[config.mk]
export PLATFORM = sky130hd
export DESIGN_NAME = alu_operand_sequencer
export DESIGN_NICKNAME = d
export VERILOG_FILES = /design/src/rtl/alu_operand_sequencer.sv
export SDC_FILE = /design/constraint.sdc
export NUM_CORES = 1
export LEC_CHECK = 0
export ABC_AREA = 1
export CAP_MARGIN = 25
export CORE_ASPECT_RATIO = 1.1
export CORE_MARGIN = 2
export CORE_UTILIZATION = 45
export DETAILED_ROUTE_END_ITERATION = 6
export GPL_ROUTABILITY_DRIVEN = 0
export GPL_TIMING_DRIVEN = 0
export HOLD_SLACK_MARGIN = 0.05
export PLACE_DENSITY_LB_ADDON = 0.05
export SLEW_MARGIN = 10
export SYNTH_ARGS = -nofsm -noshare
export SYNTH_HDL_FRONTEND = slang
export SYNTH_SLANG_ARGS = --single-unit
[constraint.sdc]
create_clock -name clk -period 3.7 [get_ports clk]
set_input_delay 1.11 -clock clk [delete_from_list [all_inputs] [get_ports clk]]
set_output_delay 1.11 -clock clk [all_outputs]
set_load 0.02 [all_outputs]
[src/rtl/alu_operand_sequencer.sv]
// Collects two operands and an opcode from switches, one debounced load press each,
// and offers the completed operation downstream with a valid/ready handshake.
//
// Ports:
//   clk       - single clock, rising edge
//   rst       - asynchronous active-low reset
//   sw        - raw operand switches (N bits), sampled on a load press
//   op_sw     - raw opcode switches (OPW bits), sampled on a load press
//   btn_load  - raw load push-button, active-high
//   btn_clear - raw clear push-button, active-high
//   op_ready  - downstream accepts the offered operation
//   a, b      - registered operands
//   opcode    - registered opcode
//   op_valid  - operation complete and offered (high exactly in S_ISSUE)
//   phase     - state encoding: 0 S_A, 1 S_B, 2 S_OP, 3 S_ISSUE
//   op_count  - accepted operations, modulo 256
module alu_operand_sequencer #(
   parameter int N   = 4,
   parameter int OPW = 2,
   parameter int DEB = 4
) (
   input  logic           clk,
   input  logic           rst,
   input  logic [N-1:0]   sw,
   input  logic [OPW-1:0] op_sw,
   input  logic           btn_load,
   input  logic           btn_clear,
   input  logic           op_ready,
   output logic [N-1:0]   a,
   output logic [N-1:0]   b,
   output logic [OPW-1:0] opcode,
   output logic           op_valid,
   output logic [1:0]     phase,
   output logic [7:0]     op_count
);

   localparam logic [1:0] S_A     = 2'd0;
   localparam logic [1:0] S_B     = 2'd1;
   localparam logic [1:0] S_OP    = 2'd2;
   localparam logic [1:0] S_ISSUE = 2'd3;

   // Stability counter only needs to reach DEB-1.
   localparam int CW = (DEB > 1) ? $clog2(DEB) : 1;
   localparam logic [CW-1:0] LAST = CW'(DEB - 1);

   // Bit 0: load button, bit 1: clear button.
   logic [1:0]    raw;
   logic [1:0]    s1;
   logic [1:0]    s2;
   logic [1:0]    deb;
   logic [1:0]    deb_q;
   logic [1:0]    press;
   logic [CW-1:0] cnt [2];

   logic       load_p;
   logic       clear_p;
   logic [1:0] state;

   assign raw = {btn_clear, btn_load};

   // Two-flop synchroniser, then a level that only follows s2 after
   // it has disagreed for DEB consecutive cycles.
   always_ff @(posedge clk or negedge rst) begin
      if (!rst) begin
         s1    <= '0;
         s2    <= '0;
         deb   <= '0;
         deb_q <= '0;
         for (int i = 0; i < 2; i++) begin
            cnt[i] <= '0;
         end
      end else begin
         s1    <= raw;
         s2    <= s1;
         deb_q <= deb;
         for (int i = 0; i < 2; i++) begin
            if (s2[i] == deb[i]) begin
               cnt[i] <= '0;
            end else if (cnt[i] == LAST) begin
               deb[i] <= s2[i];
               cnt[i] <= '0;
            end else begin
               cnt[i] <= cnt[i] + CW'(1);
            end
         end
      end
   end

   assign press   = deb & ~deb_q;
   assign load_p  = press[0];
   assign clear_p = press[1];

   // Clear outranks both a coincident load and a coincident handshake.
   always_ff @(posedge clk or negedge rst) begin
      if (!rst) begin
         state    <= S_A;
         a        <= '0;
         b        <= '0;
         opcode   <= '0;
         op_count <= '0;
      end else if (clear_p) begin
         state  <= S_A;
         a      <= '0;
         b      <= '0;
         opcode <= '0;
      end else begin
         case (state)
            S_A: begin
               if (load_p) begin
                  a     <= sw;
                  state <= S_B;
               end
            end
            S_B: begin
               if (load_p) begin
                  b     <= sw;
                  state <= S_OP;
               end
            end
            S_OP: begin
               if (load_p) begin
                  opcode <= op_sw;
                  state  <= S_ISSUE;
               end
            end
            default: begin
               if (op_ready) begin
                  op_count <= op_count + 8'd1;
                  state    <= S_A;
               end
            end
         endcase
      end
   end

   assign op_valid = (state == S_ISSUE);
   assign phase    = state;

endmodule

Yosys cells after proc, flatten, opt, wreduce, memory -nomap -nowiden

Index checks and enable logic that the tools add are counted.

RAM bits: 0
Flip-flop bits (word level): 32
Bits in latches: 0
Memory bits (read-only): 0
Memories: 0

Bitwise logic cells: 6
Multiply operators: 0
Shift operators: 0
Mux-type cells: 18
Reduce and logical (&&, ||, !) cells: 14
Magnitude comparators: 0
Divide/modulo/power cells: 0
Equality and inequality tests: 10
Add/subtract/negate cells: 3

Operator list:

| operator            | count |
|---|---|
| $mux 2              | 12 |
| $mux 4              | 5 |
| $reduce_and 2->1    | 5 |
| $ne 3x3->1 const B  | 3 |
| $add 8x1->8 const B | 1 |
| $eq 2x2->1 const B  | 4 |
| $reduce_bool 2->1   | 4 |
| $pmux 2 s3          | 1 |
| $reduce_bool 5->1   | 1 |
| $add 2x1->2 const B | 2 |
| $not 1->1           | 4 |
| $reduce_and 4->1    | 1 |
| $reduce_and 3->1    | 1 |
| $reduce_or 3->1     | 1 |
| $and 2x2->2         | 1 |
| $eq 1x1->1          | 2 |
| $eq 2x1->1 const B  | 1 |
| $logic_not 2->1     | 1 |
| $not 2->2           | 1 |

Logic depth before layout (Yosys ltp)

Word-level depth: 5
Depth in mapped cells: 8

Worst setup path before layout

OpenSTA, ideal clock, no wires.

Path kind: register to output
Start: register state[1] (netlist: phase[1])
End: output port op_valid
Setup slack: 1.766 ns
Cell stages (with the launch flop): 2
Required time: 2.590 ns
Arrival: 0.824 ns
Cell sequence: dfrtp_1 ha_1

Longest elaborated chain between the ends: 1

RTL lines:

| what                   | RTL line | RTL |
|---|---|---|
| start, declared        | 57       | `logic [1:0] state;` |
| start signal, assigned | 96       | `state <= S_A;` |
| start signal, assigned | 102      | `state <= S_A;` |
| start signal, assigned | 111      | `state <= S_B;` |
| $eq 2x2->1             | 136      | `assign op_valid = (state == S_ISSUE);` |
| end, declared          | 32       | `output logic op_valid,` |

No other way between the ends.

Worst setup path in the final report

Same ends and word-level chain as after synthesis.

==> results <==
- The run finished with clean final reports.
- The global routing usage summed across all routing layers is 16.6%.
- Registers are responsible for 39.0% of the overall power.
- The fraction of power spent switching nets is 40.3%.
- The non-filler instance count after layout is 223.
- The post-synthesis instance area is 0.00142 mm².
- The worst vdd rail ir drop is 0.448 mV.
- Summing the sequential cell areas from Yosys gives 56.5% of the chip area.
- The insertion delay to the later sink of the worst-skew pair is 0.33 ns.
- Of all nets on the critical path, the largest fanout is 5.
- The worst path uses 73.5% of the clock period.
- In this run, synthesis produced a sequential element count of 32.
- The commonest cells after synthesis are sky130_fd_sc_hd__nand2_1 (38), sky130_fd_sc_hd__dfrtp_1 (32), sky130_fd_sc_hd__inv_1 (18), sky130_fd_sc_hd__nand3_1 (11), sky130_fd_sc_hd__nor2_1 (10).
- The die covers 0.00361 mm².
- The cell count of the worst hold path is 0.
- The most frequently used flop master after synthesis is sky130_fd_sc_hd__dfrtp_1.
- Clock-pin slew was measured on the worst setup and hold paths at 0.09 ns.
- The mean instance size in the synthesized netlist is 9.44 µm².
- The cell type of the slowest stage on the worst timing path is sky130_fd_sc_hd__clkdlybuf4s50_1.
- The startpoint identified for the worst hold timing path is s1[0]$_DFF_PN0_.
- In the synthesized netlist, the number of instances is 150.
- The busiest metal layer after global routing is met2.
- Setup total negative slack on the finished layout was measured at 0 ns.
- Power spread over the standard cell area amounts to 780 mW/mm².
- The data arrival at the endpoint of the critical path is 1.61 ns.
- By area the synthesized netlist is led by sky130_fd_sc_hd__dfrtp_1 (57%), sky130_fd_sc_hd__nand2_1 (10%), sky130_fd_sc_hd__ha_1 (6.2%).
- In this run the tool buffered the top-level ports with 31 buffer cells.
- The count of final max-slew check failures is 0.
- The H-tree was split into 2 levels.
- From bottom edge to top edge, the die measures 62.8 µm.
- The highest clock rate is 368 MHz.
- The synthesized design contains 0 enable-type register cells.
- The kind of end point of the critical path is an output port.
- Total power for the finished layout comes to 1.42 mW.
- The number of endpoints with negative hold slack in the final report was 0.
- The detail-routed via count per cell is 4.78.
- The die is 57.5 µm wide.
- During synthesis, Yosys emitted a total of 0 warnings.
- The area growth from synthesis to layout is 28.9%.
- The path with the worst hold slack has its endpoint at s2[0]$_DFF_PN0_.
- The worst path in the final design needs a cycle of 2.72 ns, including I/O delays and setup.
- For this design the total switching power over the nets is 0.574 mW.
- For met3 alone, demand over resource in global routing was 5.59%.
- The total overflow left after global routing is 0.
- After routing the design area is 0.00183 mm².
- The initial antenna violation count was 0.
- After detailed routing, the total wire length is 2520 µm.
- The count of antenna-violating nets left after detailed routing is 0.
- Synthesis instantiated 19 different standard cells from the library.
- The via count is 1,065.
- The depth of the worst register-to-register path is 8.
- Walking the worst path, the cells encountered are ha_1 > clkdlybuf4s50_1.
- The pre-antenna-repair detailed-routing pass consisted of 4 iterations.
- The total number of nets in the final design is 206.
- Clock skew on the completed layout was measured at 0.00897 ns.
- The slack of the critical path is 0.982 ns.
- Detailed placement ended at an HPWL of 1870 µm.
- The tightest min-delay check is of the flop to flop type.
- The transition at the pin with the smallest max-transition slack is 0.687 ns.
- The top-area cell type share of the netlist area is 56.5%.
- The initial cell density of the core is 46.9%.
- sky130_fd_sc_hd__nand2_1 is the most common cell in the netlist.
- The proportion of power drawn by combinational gates is 46.4%.
- The launching point of the worst reg2reg path is phase[0]$_DFFE_PN0P_.
- The repair_antennas step left the layout with diodes totalling 0.
- The number of clock sinks is 32.
- The tool flagged a number of max-cap violations equal to 0.
- The pin count of the biggest net entering global routing is 33.
- STA classifies the critical path startpoint as a flop.
- The setup-violating endpoint count in the final report is 0.
- The TritonCTS buffer count is 5.
- On the worst path, the slowest cell contributes a delay of 0.62 ns.
- The first global-routing pass estimated 4660 µm of wire.
- The via count of the first global-routing pass is 1,086.
- The kind of critical path is flop to output port.
- The endpoint of the worst register-to-register path is phase[0]$_DFFE_PN0P_.
- Summing all placed instances gives a cell area of 0.00176 mm².
- The area inside the core boundary is 0.00302 mm².
- Of all flip-flops after synthesis, the portion carrying an async set or reset was 100%.
- Of the total power, the clock network draws 14.6%.
- The cell leakage power is 0.892 nW.
- In the final layout, the share of cells above drive strength 1 is 10.1%.
- When the netlist entered floorplanning its net count stood at 168.
- The number of gates resized after CTS is 0.
- Setup repair after global routing left no endpoint under its margin.
- The worst pin sits at a relative slew slack of 54.2%.
- The met2 usage in global routing is 26.4%.
- After detailed routing, the average wire length per cell comes to 11.3 µm.
- The internal power component is 0.850 mW.
- The number of top-level design ports is 32.
- The number of violations reported at the end of detailed-routing iteration 0 is 27.
- The met1 global-route usage is 20.8%.
- The residual DRC count is 0.
- The minimum setup slack among reg-to-reg paths is 2.33 ns.
- After clock tree synthesis, the flow added hold-fix buffers numbering 0.
- The largest total area in the synthesized netlist belongs to sky130_fd_sc_hd__dfrtp_1.
- TritonCTS built the clock tree.
- On the final layout, the worst hold slack is 0.363 ns.
- Data on the critical path is required at its endpoint by 2.59 ns.
- The root cell of the clock tree is sky130_fd_sc_hd__clkbuf_4.
- The post-CTS setup repair buffer count is 0.
- Once placement completed, the tool counted placed cells totaling 215.
- Measured on the finished design, the core utilization comes to 60.4%.
- The maximum clock path buffer count is 2.
- The placement row count is 21.
- At the placement stage, the worst setup path has a slack of 1.35 ns.
==> logic make-up after synthesis <==
logic type               Yosys count  synth area share (%)
AO/OA/AOI/OAI                     14                  5.48
XOR/XNOR                           7                  4.33
adder cells (fa/ha/maj)            7                  6.18
buffers and inverters             21                  5.83
flip-flops                        32                  56.5
multiplexers                       1                 0.795
AND/OR/NAND/NOR                   68                  20.8
==> worst max-delay path by stage <==
stage / from / endpoint / slack (ns) / cells after the start
floorplan: phase[1]$_DFFE_PN0P_ / op_valid / 1.77 / 1
global placement: rst / op_count[7]$_DFFE_PN0P_ / 0.97 / 1
detailed placement: phase[1]$_DFFE_PN0P_ / op_valid / 1.35 / 2
CTS: phase[1]$_DFFE_PN0P_ / op_valid / 0.97 / 2
global route: phase[1]$_DFFE_PN0P_ / op_valid / 0.92 / 2
finish: phase[1]$_DFFE_PN0P_ / op_valid / 0.98 / 2
==> area by class of cell <==
type | instances | area [µm²]
clock buffers | 6 | 51.3
clock inverters | 2 | 10.0
inverters | 20 | 75.1
plain buffers | 1 | 7.51
flip-flops and latches | 32 | 801
fillers | 272 | 1200
repair buffers | 31 | 305
multi-input cells | 97 | 533
well taps | 34 | 42.5
==> registers in the layout (all words and copies together) (netlist names) <==
name      flops
b             4
deb           2
opcode        2
op_count      8
phase         2
deb_q         2
a             4
s2            2
s1            2
cnt           4
==> power groups by stage <==
stage	Combinational (mW)	Sequential (mW)	Clock, mW
floorplan	0.325	0.647	0
global placement	0.642	0.557	0
detailed placement	0.666	0.566	0
CTS	0.669	0.559	0.219
global route	0.747	0.576	0.231
finish	0.661	0.556	0.207
==> per-layer routing <==
metal,share of wire [%],vias up
met2,47,31
met1,45,487
li1,-,542
met5,0,-
met3,5.9,5
met4,1.9,0
==> cells in the final DEF (no fill, tap or decap) <==
cell                              netlist  layout
sky130_fd_sc_hd__ha_1                   7       7
sky130_fd_sc_hd__clkbuf_4               0       5
sky130_fd_sc_hd__inv_1                 18      18
sky130_fd_sc_hd__o21ai_2                2       2
sky130_fd_sc_hd__o21ai_1                4       4
sky130_fd_sc_hd__nand2_2                1       1
sky130_fd_sc_hd__nand3b_1               2       2
sky130_fd_sc_hd__nor2_1                10      10
sky130_fd_sc_hd__nor2_2                 2       2
sky130_fd_sc_hd__clkinv_2               0       2
sky130_fd_sc_hd__buf_4                  1       1
sky130_fd_sc_hd__nand3_1               11      11
sky130_fd_sc_hd__dfrtp_1               32      32
sky130_fd_sc_hd__nand2_4                1       1
sky130_fd_sc_hd__mux2_2                 1       1
sky130_fd_sc_hd__nor3_1                 3       3
sky130_fd_sc_hd__xnor2_1                4       4
sky130_fd_sc_hd__nand2_1               38      38
sky130_fd_sc_hd__xor2_1                 3       3
sky130_fd_sc_hd__buf_2                  0       1
sky130_fd_sc_hd__clkbuf_8               0       1
sky130_fd_sc_hd__clkdlybuf4s50_1        0      30
sky130_fd_sc_hd__o21ai_0                8       8
sky130_fd_sc_hd__inv_2                  2       2
==> worst max-delay path: cells and delay by family, from the launching register on <==
| kind | cells | cell delay [ns] |
|---|---|---|
| adder cells (fa/ha/maj) | 1 | 0.23 |
| flip-flops | 1 | 0.43 |
| buffers and inverters | 1 | 0.62 |
Power figures use the tool's default switching activity.
